**src/rtl/spi_master.sv**
```systemverilog
// SPI master, mode 0 (CPOL=0, CPHA=0), MSB first.
// SCK comes from a registered divider so a slave that edge-detects it sees clean transitions.
module spi_master #(
  parameter int unsigned DATA_WIDTH = 8,
  parameter int unsigned CLK_DIV    = 2
) (
  input  logic                  clk,
  input  logic                  reset,
  input  logic                  start,
  input  logic [DATA_WIDTH-1:0] tx_data,
  input  logic                  miso,
  output logic                  sclk,
  output logic                  cs_n,
  output logic                  mosi,
  output logic                  busy,
  output logic                  done,
  output logic [DATA_WIDTH-1:0] rx_data
);

  localparam int unsigned DivW = $clog2(CLK_DIV + 1);
  localparam int unsigned CntW = $clog2(DATA_WIDTH + 1);

  typedef enum logic [1:0] {StIdle, StLead, StXfer, StTrail} state_e;

  state_e                state_q, state_d;
  logic [DivW-1:0]       div_q, div_d;
  logic [CntW-1:0]       cnt_q, cnt_d;
  logic [DATA_WIDTH-1:0] tx_sh_q, tx_sh_d;
  logic [DATA_WIDTH-1:0] rx_sh_q, rx_sh_d;
  logic [DATA_WIDTH-1:0] rx_data_q, rx_data_d;
  logic                  sclk_q, sclk_d;
  logic                  cs_n_q, cs_n_d;
  logic                  mosi_q, mosi_d;
  logic                  busy_q, busy_d;
  logic                  done_q, done_d;
  logic                  tick;

  // One SCK half-period has elapsed when the divider reaches CLK_DIV-1.
  assign tick = (div_q == DivW'(CLK_DIV - 1));

  always_comb begin
    state_d   = state_q;
    div_d     = div_q;
    cnt_d     = cnt_q;
    tx_sh_d   = tx_sh_q;
    rx_sh_d   = rx_sh_q;
    rx_data_d = rx_data_q;
    sclk_d    = sclk_q;
    cs_n_d    = cs_n_q;
    mosi_d    = mosi_q;
    busy_d    = busy_q;
    done_d    = 1'b0;

    unique case (state_q)
      StIdle: begin
        if (start) begin
          cs_n_d  = 1'b0;
          busy_d  = 1'b1;
          mosi_d  = tx_data[DATA_WIDTH-1];
          tx_sh_d = tx_data;
          div_d   = '0;
          cnt_d   = '0;
          state_d = StLead;
        end
      end
      StLead: begin
        if (tick) begin
          div_d   = '0;
          sclk_d  = 1'b1;
          rx_sh_d = {rx_sh_q[DATA_WIDTH-2:0], miso};
          state_d = StXfer;
        end else begin
          div_d = div_q + DivW'(1);
        end
      end
      StXfer: begin
        if (tick) begin
          div_d = '0;
          if (!sclk_q) begin
            sclk_d  = 1'b1;
            rx_sh_d = {rx_sh_q[DATA_WIDTH-2:0], miso};
          end else begin
            sclk_d = 1'b0;
            // The last falling edge leaves mosi on the final bit.
            if (cnt_q == CntW'(DATA_WIDTH - 1)) begin
              state_d = StTrail;
            end else begin
              cnt_d   = cnt_q + CntW'(1);
              tx_sh_d = {tx_sh_q[DATA_WIDTH-2:0], 1'b0};
              mosi_d  = tx_sh_q[DATA_WIDTH-2];
            end
          end
        end else begin
          div_d = div_q + DivW'(1);
        end
      end
      StTrail: begin
        if (tick) begin
          div_d     = '0;
          cs_n_d    = 1'b1;
          busy_d    = 1'b0;
          done_d    = 1'b1;
          rx_data_d = rx_sh_q;
          state_d   = StIdle;
        end else begin
          div_d = div_q + DivW'(1);
        end
      end
      default: state_d = StIdle;
    endcase
  end

  always_ff @(posedge clk or negedge reset) begin
    if (!reset) begin
      state_q   <= StIdle;
      div_q     <= '0;
      cnt_q     <= '0;
      tx_sh_q   <= '0;
      rx_sh_q   <= '0;
      rx_data_q <= '0;
      sclk_q    <= 1'b0;
      cs_n_q    <= 1'b1;
      mosi_q    <= 1'b0;
      busy_q    <= 1'b0;
      done_q    <= 1'b0;
    end else begin
      state_q   <= state_d;
      div_q     <= div_d;
      cnt_q     <= cnt_d;
      tx_sh_q   <= tx_sh_d;
      rx_sh_q   <= rx_sh_d;
      rx_data_q <= rx_data_d;
      sclk_q    <= sclk_d;
      cs_n_q    <= cs_n_d;
      mosi_q    <= mosi_d;
      busy_q    <= busy_d;
      done_q    <= done_d;
    end
  end

  assign sclk    = sclk_q;
  assign cs_n    = cs_n_q;
  assign mosi    = mosi_q;
  assign busy    = busy_q;
  assign done    = done_q;
  assign rx_data = rx_data_q;

endmodule

```
**config.mk**
```make
export PLATFORM = sky130hd
export DESIGN_NAME = spi_master
export DESIGN_NICKNAME = d
export VERILOG_FILES = /design/src/rtl/spi_master.sv
export SDC_FILE = /design/constraint.sdc
export NUM_CORES = 1
export LEC_CHECK = 0
export CORE_AREA = 2 2 78 43
export CTS_CLUSTER_SIZE = 30
export DETAILED_ROUTE_END_ITERATION = 8
export DIE_AREA = 0 0 80 45
export DONT_BUFFER_PORTS = 1
export GPL_ROUTABILITY_DRIVEN = 0
export PLACE_DENSITY = 0.74
export SYNTH_ARGS = -nofsm -noshare
export SYNTH_HDL_FRONTEND = slang
export SYNTH_SLANG_ARGS = --single-unit
```
**constraint.sdc**
```tcl
create_clock -name clk -period 2.4 [get_ports clk]
set_input_delay 0.48 -clock clk [delete_from_list [all_inputs] [get_ports clk]]
set_output_delay 0.48 -clock clk [all_outputs]
set_load 0.01 [all_outputs]
```
==> results.md <==
* Outcome: complete, no violations
* Power density cells at 1510 mW/mm²
* Final setup fails at 0
* CP most frequent cell: inv_1
* Count leader, synth: dfrtp_1
* Crit path from: state_q[0]
* Register area at 902.1 µm²
* Worst Tran Pin Value at approximately 0.48 ns
* Synthesized area at 0.001674 mm²
* Flops & latches, synth at 36
* CTS Root Cell: clkbuf_8
* Final Non-Filler Cells at 177
* First-pass GRT wire length at 5.257 mm
* Clock H-tree levels at 2
* Peak VDD IR at approximately 0.00079 V
* Largest net degree at the start of global routing at 36
* Top FF cell, synth: dfrtp_1
* WP data required at 2.56 ns
* Post-synth EDFFs at 0
* Initial antenna violation count at 0
* Final net count at roughly 160
* Crit end category: register
* Setup tns final at 0 ns
* Static leakage at 0.0008098 µW
* GRT overflow at 0
* Share of cells above drive strength 1 at 33.58%
* Syn_area_per_cell at 12.98 µm²
* Clock tree buffer depth at 2
* Mapped Nets at 148
* Combinational share of power at 38.8%
* Via count at 973
* Startpoint types: register
* Clock skew at 0.007368 ns
* Clk sinks at 36
* CP peak stage delay at 0.41 ns
* Final wirelength at 3.031 mm
* Number of diodes at 0
* Cells after Synth at 129
* Fill cell count at 228
* Final hold vios at 0
* Pins Over Slew Limit at 0
* Drt first pass iters at 4
* Drt initial violations at 47
* Post-synth cell types at 27
* CP endpoint: cnt_q[0]
* Clock Latency Late Sink at 0.28 ns
* Internal reg-to-reg setup slack at 0.42 ns
* Total number of yosys warnings at 0
* Synth cell count leaders: dfrtp_1, mux2_2, ha_1, nor2_1
* Top Ports at 25
* R2R Path Start: state_q[0]
* Hpwl dp at 2.134 mm
* Post-route ant nets at 0
* Slew margin rel. at between 60% and 70%
* Worst-path clk slew at ~0.070 ns
* Core footprint at roughly 0.0029 mm²
* Arr. time, crit path at roughly 2.1 ns
* Die width at 80 µm
* Fmax at a little over 0.5 GHz
* Clock Power Share at 20.5%
* CP max FO at 10
* Top cell type by total area after synthesis: dfrtp_1
* Vias per Instance at around 5.5
* Post-synthesis sequential area ratio at 53.89%
* Placed Instances at approximately 170
* DR DRC count at 0
* Vias in the first global route at approximately 1,000
* Synth async-reset ratio at 100.0%
* RR Endpoint: cnt_q[0]
* Die Ht at 45 µm
* CP Cell Sequence: inv_1 -> ha_1 -> inv_1 -> o21ai_4 -> mux2_2
* CTS resizes at 0
* NetSw at 991.0 µW
* Area of the multi-input gates at approximately 740 µm²
* TritonCTS buffer count at 5
* CTS tree: built
* Maxcap violations at 0
* Share of power burned in registers at about two fifths
* FF-to-FF path depth at 5
* Post-layout min period at 1.977 ns
* Final period utilization at between 80% and 90%
* Slowest cell on crit path: dfrtp_1
* # rows at 14
* Starting density of the core at 58.28%
* Min-Delay Path Class: in2async
* Port bufs at 0
* WL/cell at 17.12 µm
* Post-CTS Setup Bufs at 0
* RSZ-0062 raised after global routing: no
* Top cells by area, synth: dfrtp_1, mux2_2, ha_1
* Internal at approximately 1800 µW
* Die area at 0.003600 mm²
* Top-area cell type share of the netlist area at a little over half
* Worst Setup Path Type: reg2reg
* GRT Total Usage at 20.07%
* Area Growth Syn to Fin at 11.66%
* Sw frac at 35.11%
sequential cells by signal (all words and copies together), names as in the netlist:
| register | count |
|---|---|
| div_q | 2 |
| busy | 1 |
| cs_n | 1 |
| mosi | 1 |
| sclk | 1 |
| rx_sh_q | 8 |
| state_q | 2 |
| done | 1 |
| rx_data | 8 |
| tx_sh_q | 7 |
| cnt_q | 4 |
power by group through the flow:
stage | clock [µW] | combinational, µW | sequential, µW
after global placement | 0 | 1020 | 1140
after CTS | 583 | 1100 | 1150
final | 579 | 1090 | 1150
after global routing | 611 | 1200 | 1200
after detailed placement | 0 | 1070 | 1160
after floorplan | 0 | 905 | 1090
cell type report:
type | count | share of cell area (%)
Clock buffer | 7 | 5.154
Clock inverter | 1 | 1.606
Inverter | 6 | 1.205
Multi-Input combinational cell | 85 | 39.63
Sequential cell | 36 | 48.26
Tap cell | 40 | 2.677
Timing Repair Buffer | 2 | 1.473
stage by stage:
step           power [µW]  setup slack (ns)  hold slack (ns)  util (%)  cell area [µm²]
2_1_floorplan        1998            0.5428           0.1844         -             1674
5_1_grt              3010            0.3302          0.01727     65.07             1869
3_5_place_dp         2232            0.4387           0.1849     59.97             1723
6_report             2823            0.4226          0.02701     65.07             1869
4_1_cts              2829            0.4265          0.02987     65.07             1869
3_3_place_gp         2156            0.5260           0.1852     59.97             1723
layer usage:
layer,part of all wire [%],GRT usage [%],wire length (µm),vias up
met5,0,0,0,-
met4,1.3,7.119,38,0
met3,5.2,6.600,157,4
met2,42,28.83,1283,25
met1,51,28.93,1552,476
li1,-,-,-,468
how the worst min path moves through the flow:
| stage | depth (start not counted) | start | slack, ns | end |
|---|---|---|---|---|
| 2_1_floorplan | 0 | reset | 0.18 | busy |
| 3_3_place_gp | 0 | reset | 0.19 | rx_data[1] |
| 3_5_place_dp | 0 | reset | 0.18 | rx_data[2] |
| 4_1_cts | 1 | reset | 0.03 | busy |
| 5_1_grt | 0 | reset | 0.02 | cs_n |
| 6_report | 1 | reset | 0.03 | rx_sh_q[4] |
worst max-delay path: cells and delay by family, from the launching register on:
family / cells / cell delay (ns)
AO/OA/AOI/OAI: 1 / 0.37
buffers and inverters: 2 / 0.34
multiplexers: 1 / 0.38
adder cells (fa/ha/maj): 1 / 0.36
flip-flops: 1 / 0.41
logic make-up (layout without fill, tap and decap cells):
family / Yosys count / count (layout) / share of synthesized area [%]
AO/OA/AOI/OAI: 20 / 20 / 9.119
AND/OR/NAND/NOR: 24 / 24 / 7.175
buffers and inverters: 8 / 16 / 1.868
flip-flops: 36 / 36 / 53.89
adder cells (fa/ha/maj): 7 / 7 / 5.231
multiplexers: 34 / 34 / 22.72
layout by cell type (no fill, tap or decap), drive strengths merged, types with 2 or more instances in the layout:
master / Yosys / final
a21oi: 7 / 7
ha: 7 / 7
mux2: 32 / 32
buf: 0 / 2
mux2i: 2 / 2
nand2b: 4 / 4
a31oi: 3 / 3
nand2: 5 / 5
o21ai: 5 / 5
nor2b: 3 / 3
inv: 6 / 6
dfrtp: 35 / 35
clkbuf: 2 / 7
nor2: 7 / 7
timing repair:
action                                 CTS  global route
hold buffers                             1             0
endpoints found under the hold margin   35             0
setup endpoints to repair                0             0
Power figures use the tool's default switching activity.
